===== config.mk =====
export PLATFORM = sky130hd
export DESIGN_NAME = qos_mm_regs
export DESIGN_NICKNAME = d
export VERILOG_FILES = /design/src/rtl/qos_pkg.sv /design/src/rtl/qos_err_counter.sv /design/src/rtl/qos_mm_regs.sv
export SDC_FILE = /design/constraint.sdc
export NUM_CORES = 1
export LEC_CHECK = 0
export ABC_AREA = 1
export CORE_ASPECT_RATIO = 0.75
export CORE_MARGIN = 5
export CORE_UTILIZATION = 54
export CTS_BUF_LIST = sky130_fd_sc_hd__clkbuf_16
export CTS_CLUSTER_DIAMETER = 100
export DETAILED_ROUTE_END_ITERATION = 10
export PLACE_DENSITY = 0.91
export REMOVE_ABC_BUFFERS = 1
export SYNTH_ARGS = -nofsm -noshare
export SYNTH_HDL_FRONTEND = slang
export SYNTH_HIERARCHICAL = 1
export SYNTH_SLANG_ARGS = --single-unit

===== constraint.sdc =====
create_clock -name rclk -period 8.9 [get_ports rclk]
set_input_delay 1.335 -clock rclk [delete_from_list [all_inputs] [get_ports rclk]]
set_output_delay 1.335 -clock rclk [all_outputs]
set_load 0.01 [all_outputs]

===== src/rtl/qos_pkg.sv =====
// qos_pkg -- shared constants and types for the QoS memory-mapped register block.
//
// Contents:
//   - register addresses (CFG, STATUS, ERRCNT)
//   - CFG/STATUS field bit positions
//   - reset defaults for channel_priority and reset_timer
//   - cfg_t: packed view of the CFG word, laid out exactly as it appears on the bus
//
// Optional feature (selected in qos_mm_regs): QOS_MM_ERR_CLR_ON_READ_EN.
package qos_pkg;

    localparam int NUM_CH  = 4;
    localparam int CNT_W   = 8;
    localparam int TIMER_W = 20;

    localparam logic [7:0] ADDR_CFG    = 8'h00;
    localparam logic [7:0] ADDR_STATUS = 8'h01;
    localparam logic [7:0] ADDR_ERRCNT = 8'h02;

    // CFG field positions
    localparam int CFG_FALLBACK_BIT  = 0;
    localparam int CFG_MANUAL_EN_BIT = 1;
    localparam int CFG_MANUAL_CH_LSB = 2;
    localparam int CFG_PRIO_LSB      = 4;
    localparam int CFG_TIMER_LSB     = 12;

    // STATUS field positions
    localparam int STATUS_ACTIVE_LSB  = 0;
    localparam int STATUS_PRESENT_LSB = 2;

    localparam logic [7:0]         QOS_DEF_PRIORITY  = 8'b11_10_01_00;
    localparam logic [TIMER_W-1:0] QOS_DEF_RST_TIMER = 20'd0;

    // Field order (MSB first) matches the positions above, so a cast from
    // the 32-bit bus word lands each field in place.
    typedef struct packed {
        logic [TIMER_W-1:0] reset_timer;
        logic [7:0]         channel_priority;
        logic [1:0]         manual_channel;
        logic               manual_enable;
        logic               fallback_enable;
    } cfg_t;

endpackage


===== src/rtl/qos_err_counter.sv =====
// qos_err_counter -- one saturating per-channel error counter.
//
// Ports:
//   rclk   in   clock
//   rst    in   async active-high reset (count -> 0)
//   clr    in   synchronous clear; an inc in the same cycle is kept (count -> 1)
//   inc    in   one-cycle increment request
//   count  out  current count, sticks at all-ones
module qos_err_counter
    import qos_pkg::*;
#(
    parameter int W = CNT_W
) (
    input  logic         rclk,
    input  logic         rst,
    input  logic         clr,
    input  logic         inc,
    output logic [W-1:0] count
);

    logic [W-1:0] count_reg;

    always_ff @(posedge rclk or posedge rst) begin
        if (rst) begin
            count_reg <= '0;
        end else if (clr) begin
            // Clear must not swallow an error landing on the same cycle.
            count_reg <= {{(W-1){1'b0}}, inc};
        end else if (inc && (count_reg != {W{1'b1}})) begin
            count_reg <= count_reg + 1'b1;
        end
    end

    assign count = count_reg;

endmodule


===== src/rtl/qos_mm_regs.sv =====
// qos_mm_regs -- memory-mapped configuration/status registers for the QoS
// channel selector, with per-channel error counters and a periodic window
// timer that clears them.
//
// Register map:
//   0x00 CFG    rw  {reset_timer, channel_priority, manual_channel, manual_enable, fallback_enable}
//   0x01 STATUS ro  {26'b0, signal_present, active_channel}
//   0x02 ERRCNT ro  {cnt3, cnt2, cnt1, cnt0}
//   others          read 0, writes ignored
//
// Ports:
//   rclk, rst                         clock, async active-high reset
//   mm_write_en, mm_read_en           bus strobes
//   mm_addr[7:0], mm_wdata[31:0]      bus address / write data
//   mm_rdata[31:0]                    read data, 1-cycle latency, held until next read
//   active_channel[1:0]               selector status input
//   signal_present[3:0]               per-channel presence input
//   err_pulse[3:0]                    per-channel error events
//   fallback_enable, manual_enable,
//   manual_channel, channel_priority,
//   reset_timer                       CFG fields
//   en_reset_counter                  one-cycle window-expiry pulse
//
// Build option: define QOS_MM_ERR_CLR_ON_READ_EN to make a read of ERRCNT
// clear all error counters (mm_rdata still returns the pre-clear values).
module qos_mm_regs
    import qos_pkg::*;
#(
    parameter logic [7:0]         DEF_PRIORITY  = QOS_DEF_PRIORITY,
    parameter logic [TIMER_W-1:0] DEF_RST_TIMER = QOS_DEF_RST_TIMER
) (
    input  logic               rclk,
    input  logic               rst,
    input  logic               mm_write_en,
    input  logic               mm_read_en,
    input  logic [7:0]         mm_addr,
    input  logic [31:0]        mm_wdata,
    output logic [31:0]        mm_rdata,
    input  logic [1:0]         active_channel,
    input  logic [3:0]         signal_present,
    input  logic [3:0]         err_pulse,
    output logic               fallback_enable,
    output logic               manual_enable,
    output logic [1:0]         manual_channel,
    output logic [7:0]         channel_priority,
    output logic [TIMER_W-1:0] reset_timer,
    output logic               en_reset_counter
);

    cfg_t               cfg_reg;
    logic [TIMER_W-1:0] win_reg;
    logic [TIMER_W-1:0] win_next;
    logic [31:0]        rdata_reg;
    logic [31:0]        rdata_next;
    logic               cfg_wr;
    logic               expire;
    logic               cnt_clr;
    logic [CNT_W-1:0]   err_cnt [NUM_CH];
    cfg_t               wr_cfg;

    assign cfg_wr = mm_write_en && (mm_addr == ADDR_CFG);
    assign wr_cfg = cfg_t'(mm_wdata);

    // ---------------- CFG register ----------------
    always_ff @(posedge rclk or posedge rst) begin
        if (rst) begin
            cfg_reg.reset_timer      <= DEF_RST_TIMER;
            cfg_reg.channel_priority <= DEF_PRIORITY;
            cfg_reg.manual_channel   <= 2'b00;
            cfg_reg.manual_enable    <= 1'b0;
            cfg_reg.fallback_enable  <= 1'b0;
        end else if (cfg_wr) begin
            cfg_reg <= wr_cfg;
        end
    end

    // ---------------- window down-counter ----------------
    // Counts reset_timer..1; expiry is decoded from the registered count, so
    // the pulse lasts exactly the cycle the counter sits at 1. A zero count
    // with a non-zero timer (e.g. right after reset) just loads the timer.
    assign expire = (win_reg == TIMER_W'(1)) && (cfg_reg.reset_timer != '0);

    always_comb begin
        win_next = win_reg;
        if (cfg_wr) begin
            win_next = wr_cfg.reset_timer;
        end else if (cfg_reg.reset_timer == '0) begin
            win_next = '0;
        end else if (win_reg <= TIMER_W'(1)) begin
            win_next = cfg_reg.reset_timer;
        end else begin
            win_next = win_reg - 1'b1;
        end
    end

    always_ff @(posedge rclk or posedge rst) begin
        if (rst) begin
            win_reg <= '0;
        end else begin
            win_reg <= win_next;
        end
    end

    // ---------------- error counters ----------------
`ifdef QOS_MM_ERR_CLR_ON_READ_EN
    assign cnt_clr = expire || (mm_read_en && (mm_addr == ADDR_ERRCNT));
`else
    assign cnt_clr = expire;
`endif

    generate
        for (genvar gi = 0; gi < NUM_CH; gi++) begin : g_err
            qos_err_counter #(
                .W(CNT_W)
            ) u_err_counter (
                .rclk  (rclk),
                .rst   (rst),
                .clr   (cnt_clr),
                .inc   (err_pulse[gi]),
                .count (err_cnt[gi])
            );
        end
    endgenerate

    // ---------------- read path ----------------
    // Registered read of the current (pre-edge) state, so a same-cycle CFG
    // write or counter clear is not yet visible in the returned word.
    always_comb begin
        rdata_next = 32'h0;
        case (mm_addr)
            ADDR_CFG:    rdata_next = cfg_reg;
            ADDR_STATUS: rdata_next = {26'b0, signal_present, active_channel};
            ADDR_ERRCNT: rdata_next = {err_cnt[3], err_cnt[2], err_cnt[1], err_cnt[0]};
            default:     rdata_next = 32'h0;
        endcase
    end

    always_ff @(posedge rclk or posedge rst) begin
        if (rst) begin
            rdata_reg <= '0;
        end else if (mm_read_en) begin
            rdata_reg <= rdata_next;
        end
    end

    // ---------------- outputs ----------------
    assign mm_rdata         = rdata_reg;
    assign fallback_enable  = cfg_reg.fallback_enable;
    assign manual_enable    = cfg_reg.manual_enable;
    assign manual_channel   = cfg_reg.manual_channel;
    assign channel_priority = cfg_reg.channel_priority;
    assign reset_timer      = cfg_reg.reset_timer;
    assign en_reset_counter = expire;

endmodule


==> Word-level counts from Yosys, hierarchy flattened <==
Index checks and enable logic that the tools add are counted.
{ "op_classes": {"addsub": 5, "mul": 0, "n_div": 0, "order_cmp": 1, "eq_ne": 7, "shifts": 0, "mux": 12, "n_bitwise": 0, "reduce_logical": 13} }
{ "op_table": {"columns": ["operator", "count"], "rows": [
  ["case mux 32 bit (3 select lines)", 1],
  ["2-to-1 mux 8 bit", 8],
  ["2-to-1 mux 20 bit", 3],
  ["adder 8 x 1 -> 8 bit, second input constant", 4],
  ["!= test 8 bit, second input constant", 4],
  ["== test 20 x 1 -> 1 bit, second input constant", 1],
  ["less-or-equal comparator 20 x 1 -> 1 bit, second input constant", 1],
  ["zero test 20 bit", 1],
  ["nonzero test 20 bit", 1],
  ["subtractor 20 x 1 -> 20 bit, second input constant", 1],
  ["== test 8 x 1 -> 1 bit, second input constant", 1],
  ["== test 8 x 2 -> 1 bit, second input constant", 1],
  ["zero test 8 bit", 1],
  ["nonzero test 2 bit", 4],
  ["logical AND 1 bit", 6]
]} }
{ "word_totals": {"regBits": 116, "latchBits": 0, "ramBits": 0, "mem_bits_ro": 0, "input_bits": 54, "out_inout_bits": 65, "elab_cells": 49, "memories": 0} }

==> Depth between registers and ports, before layout <==
{ "depth": {"word_depth": 4, "mapped_depth": 11, "ltp_nobuf": 11} }

==> Hierarchy <==
Netlist, hierarchy kept.
{ "by_module_without_submodules": {"columns": ["module", "n_inst", "cells_per_inst", "area_each_um2"], "rows": [
  ["qos_mm_regs", 1, 594, 4618.2],
  ["qos_err_counter", 4, 70, 496.7]
]} }

==> Worst setup path after synthesis <==
Ideal clock, no wire load.
{ "synth_timing": {"path_type": "register -> output", "startpoint": "register win_reg[8]", "endpoint": "output en_reset_counter", "t_arrival_ps": 2461, "t_required_ps": 7565, "setup_slack_ps": 5104, "stages_incl_launch_ff": 6, "cell_sequence": "dfrtp_1 -> nor2_4 -> nand2_2 -> nor2_4 -> nand3_1 -> nor3_1"} }
{ "synth_via": {"elab_chain_len": 2} }
{ "synth_lines": {"columns": ["item", "line_no", "rtl"], "rows": [
  ["start: declaration", "qos_mm_regs.sv:51", "logic [TIMER_W-1:0] win_reg;"],
  ["start signal: assignment", "qos_mm_regs.sv:100", "win_reg <= win_next;"],
  ["== test 20 x 1 -> 1 bit", "qos_mm_regs.sv:81", "assign expire = (win_reg == TIMER_W'(1)) && (cfg_reg.reset_timer != '0);"],
  ["logical AND 1 bit", "qos_mm_regs.sv:81", null],
  ["end: declaration", "qos_mm_regs.sv:47", "output logic en_reset_counter"]
]} }
Every way passes these cells.

==> Final worst setup path <==
{ "layout_timing": {"startpoint": "register win_reg[7]", "endpoint": "output en_reset_counter"} }
Same word-level chain as after synthesis.

==> key figures <==
Detailed routing
  • Highest metal layer with signal wires: met4
  • Drt first-iter violations: 465
  • DRC violations left: 0
  • Wire length per cell: 16.34 µm
  • First-pass detailed-route iteration total: 5
  • Routed metal-1 wire length: 7851 µm
  • Overall via count from detail_route: 6363
  • Aggregate routed wire length: 19170 µm
  • Antenna violation net count after detailed routing: 0
  • Routed vias/inst: 5.425
  • Sum of met3 wire segment lengths after detailed routing: 1854 µm
  • Met2 routed WL: 9108 µm

Setup path
  • Slack of the worst reg-to-reg path: 6650 ps
  • Required time of the worst setup path: 7570 ps
  • CP Max Fanout: 5
  • Class of the most critical setup path: reg -> out
  • Crit Reg-Reg Startpoint: win_reg[7]
  • Critical path arrival: 2300 ps
  • Critical path capture point type: output pin
  • Depth of the most critical reg-to-reg path: 11
  • Critical register-to-register path endpoint: g_err[3].u_err_counter/count[6]
  • Worst setup SP type: register
  • Worst setup path startpoint: win_reg[7]

Yosys
  • Main synth FF type: dfrtp_1
  • Mapped Area: 6605 µm²
  • Number of warnings issued by yosys: 6
  • Synth async-reset ratio: 1.000
  • Yosys reg bits: 116
  • Top cell type by total area after synthesis: dfrtp_1
  • Top area cells in the synthesized netlist: dfrtp_1 42%, nand2_1 18%, nand3_1 6.9%, mux2_2 4.4%, inv_1 4.3%
  • Number of flops mapped to enable cells by yosys: 0
  • Post-Synthesis Mean Instance Area: 7.557 µm²
  • Count of different cell masters after synthesis: 34
  • Portion of synthesized cell area occupied by the leading cell type: 0.4243
  • Sequential element share of the synthesized area: 0.4402
  • Gate Count Post-Synth: 874

Clock network
  • Number of CTS-inserted buffers: 17
  • H-tree level count: 4
  • CTS-repair resized insts: 0
  • Insertion delay of the later-clocked pin in the worst-skew pair: 420 ps
  • TritonCTS clock tree: done
  • Buffer levels on the longest clock path: 2
  • Clock Pin Slew Worst Setup and Hold Paths: 50 ps
  • Sink count of the clock tree: 116
  • Clk Tree Root Cell: clkbuf_16
  • Number of buffers added for setup after CTS: 0
  • CTS Hold Bufs: 0

Finish
  • Number of cells in the finished layout apart from fillers: 1173
  • Commonest cells after routing, fill and taps aside: 320 x nand2_1, 117 x clkdlybuf4s50_1, 112 x dfrtp_1
  • Final-stage net count: 1054
  • Post-route core utilization: 0.7011
  • Area Overhead vs Synth: 28.76%
  • Post-route standard cell area excluding fillers: 8504 µm²
  • Fraction of layout instances using a drive strength above 1: 0.1241
  • Most common cell after layout, fill and taps aside: nand2_1
  • Antenna diodes: 0

Power and ir drop
  • VDD IR-drop max: 0.1330 mV
  • Final total power: 1.659 mW
  • Standby leakage power: 4.212 nW
  • Power per cell area: 195.1 nW/µm²

Timing
  • Finish-stage setup viols: 0
  • Clock Skews: 8.400 ps
  • Worst relative slew slack: 0.2773
  • Post-layout min period: 3640 ps
  • Final worst hold slack: 477.5 ps
  • Peak Freq: 0.2747 GHz
  • Worst Max-Slew Pin Slew: 1084 ps
  • Setup repair after global routing missed its margin: false
  • Final setup slack of the worst path: 5260 ps
  • Total count of hold-check failures in the final report: 0
  • Setup Total Neg Slack: 0 ps
  • Number of max-slew violations in the final report: 0
  • Final worst-path cycle share: 0.4090

Placement
  • Half-perimeter wire length of the detailed placement result: 13110 µm
  • Final weighted congestion in routability-driven placement: 0.9929
  • IO Port Bufs: 118
  • Setup slack at placement: 5573 ps
  • Cell count after placement: 1141
  • Total cell area at the placement stage: 7931 µm²

Floorplan
  • Effective utilization at floorplan: 0.5445
  • Die Height: 105.8 µm
  • Chip width: 137.7 µm
  • Core Region: 12130 µm²
  • Top-level port count: 119
  • Standard-cell rows: 35
  • Overall die area: 14570 µm²

Global routing
  • Global-route congestion overflow total: 0
  • Wire length of the first global-routing pass: 31270 µm
  • Initial antenna violation count: 0
  • Number of global-route vias before repair: 6286
  • GRT Total Usage: 0.2720
  • Pin count of the biggest net entering global routing: 85

Worst hold path
  • Start point of the worst hold path: channel_priority[2]
  • Number of cells traversed by the worst hold path: 2
  • Worst Hold Class: reg -> reg
  • Capture endpoint of the worst hold path: channel_priority[2]

Job
  • Max_cap viols: 0

Status
  • Run status: complete, no violations
-- synth_stat cells (6+ instances only) --
cell,instances
o21ai_1,14
dfrtp_1,112
a21oi_1,8
buf_2,17
nand4_1,17
nand2_4,7
nor2_4,7
mux2_2,26
ha_1,6
inv_2,6
nor2_1,66
nand2_1,320
inv_1,76
xor2_1,7
nand2_2,25
nor3_1,8
o21ai_0,22
nand3_1,91
-- logic make-up after synthesis --
| kind of cell | after synthesis | share of synthesized area |
|---|---|---|
| xor+xnor | 11 | 0.01459 |
| mux | 26 | 0.04433 |
| buf+inv | 114 | 0.07406 |
| flops | 116 | 0.4402 |
| compound gates | 48 | 0.03789 |
| fa+ha+maj | 6 | 0.01137 |
| simple gates | 553 | 0.3775 |
-- critical path: stages (launching register included) --
cell	delay, ps
dfrtp_1	430
nor2_2	210
nand2_4	120
nor2_4	140
nand3_1	110
nor3_2	280
clkdlybuf4s50_1	600
-- final cells by class --
type,instances,area (µm²)
Tap cell,166,207.7
Fill cell,907,3626
Inverter,90,359.1
Timing Repair Buffer,125,1229
Clock buffer,17,425.4
Sequential cell,116,2908
Multi-Input combinational cell,644,3228
Clock inverter,15,147.6
-- power by group --
part,total [mW],internal (mW),leakage [nW],switching (mW)
sequential,0.691,0.599,1.42,0.0918
combinational,0.299,0.128,2.51,0.171
clock,0.670,0.431,0.285,0.239
-- how the worst max path moves through the flow --
stage,endpoint
global placement,win_reg[18]
detailed placement,win_reg[0]
CTS,en_reset_counter
floorplan,win_reg[0]
global route,en_reset_counter
finish,en_reset_counter
-- metal layers --
| layer | global-route usage | up-vias |
|---|---|---|
| met5 | 0 | - |
| met3 | 0.07156 | 35 |
| met4 | 0.09097 | 0 |
| met2 | 0.4380 | 346 |
| met1 | 0.3561 | 2966 |
| li1 | - | 3016 |
(Power assumes the default switching activity.)
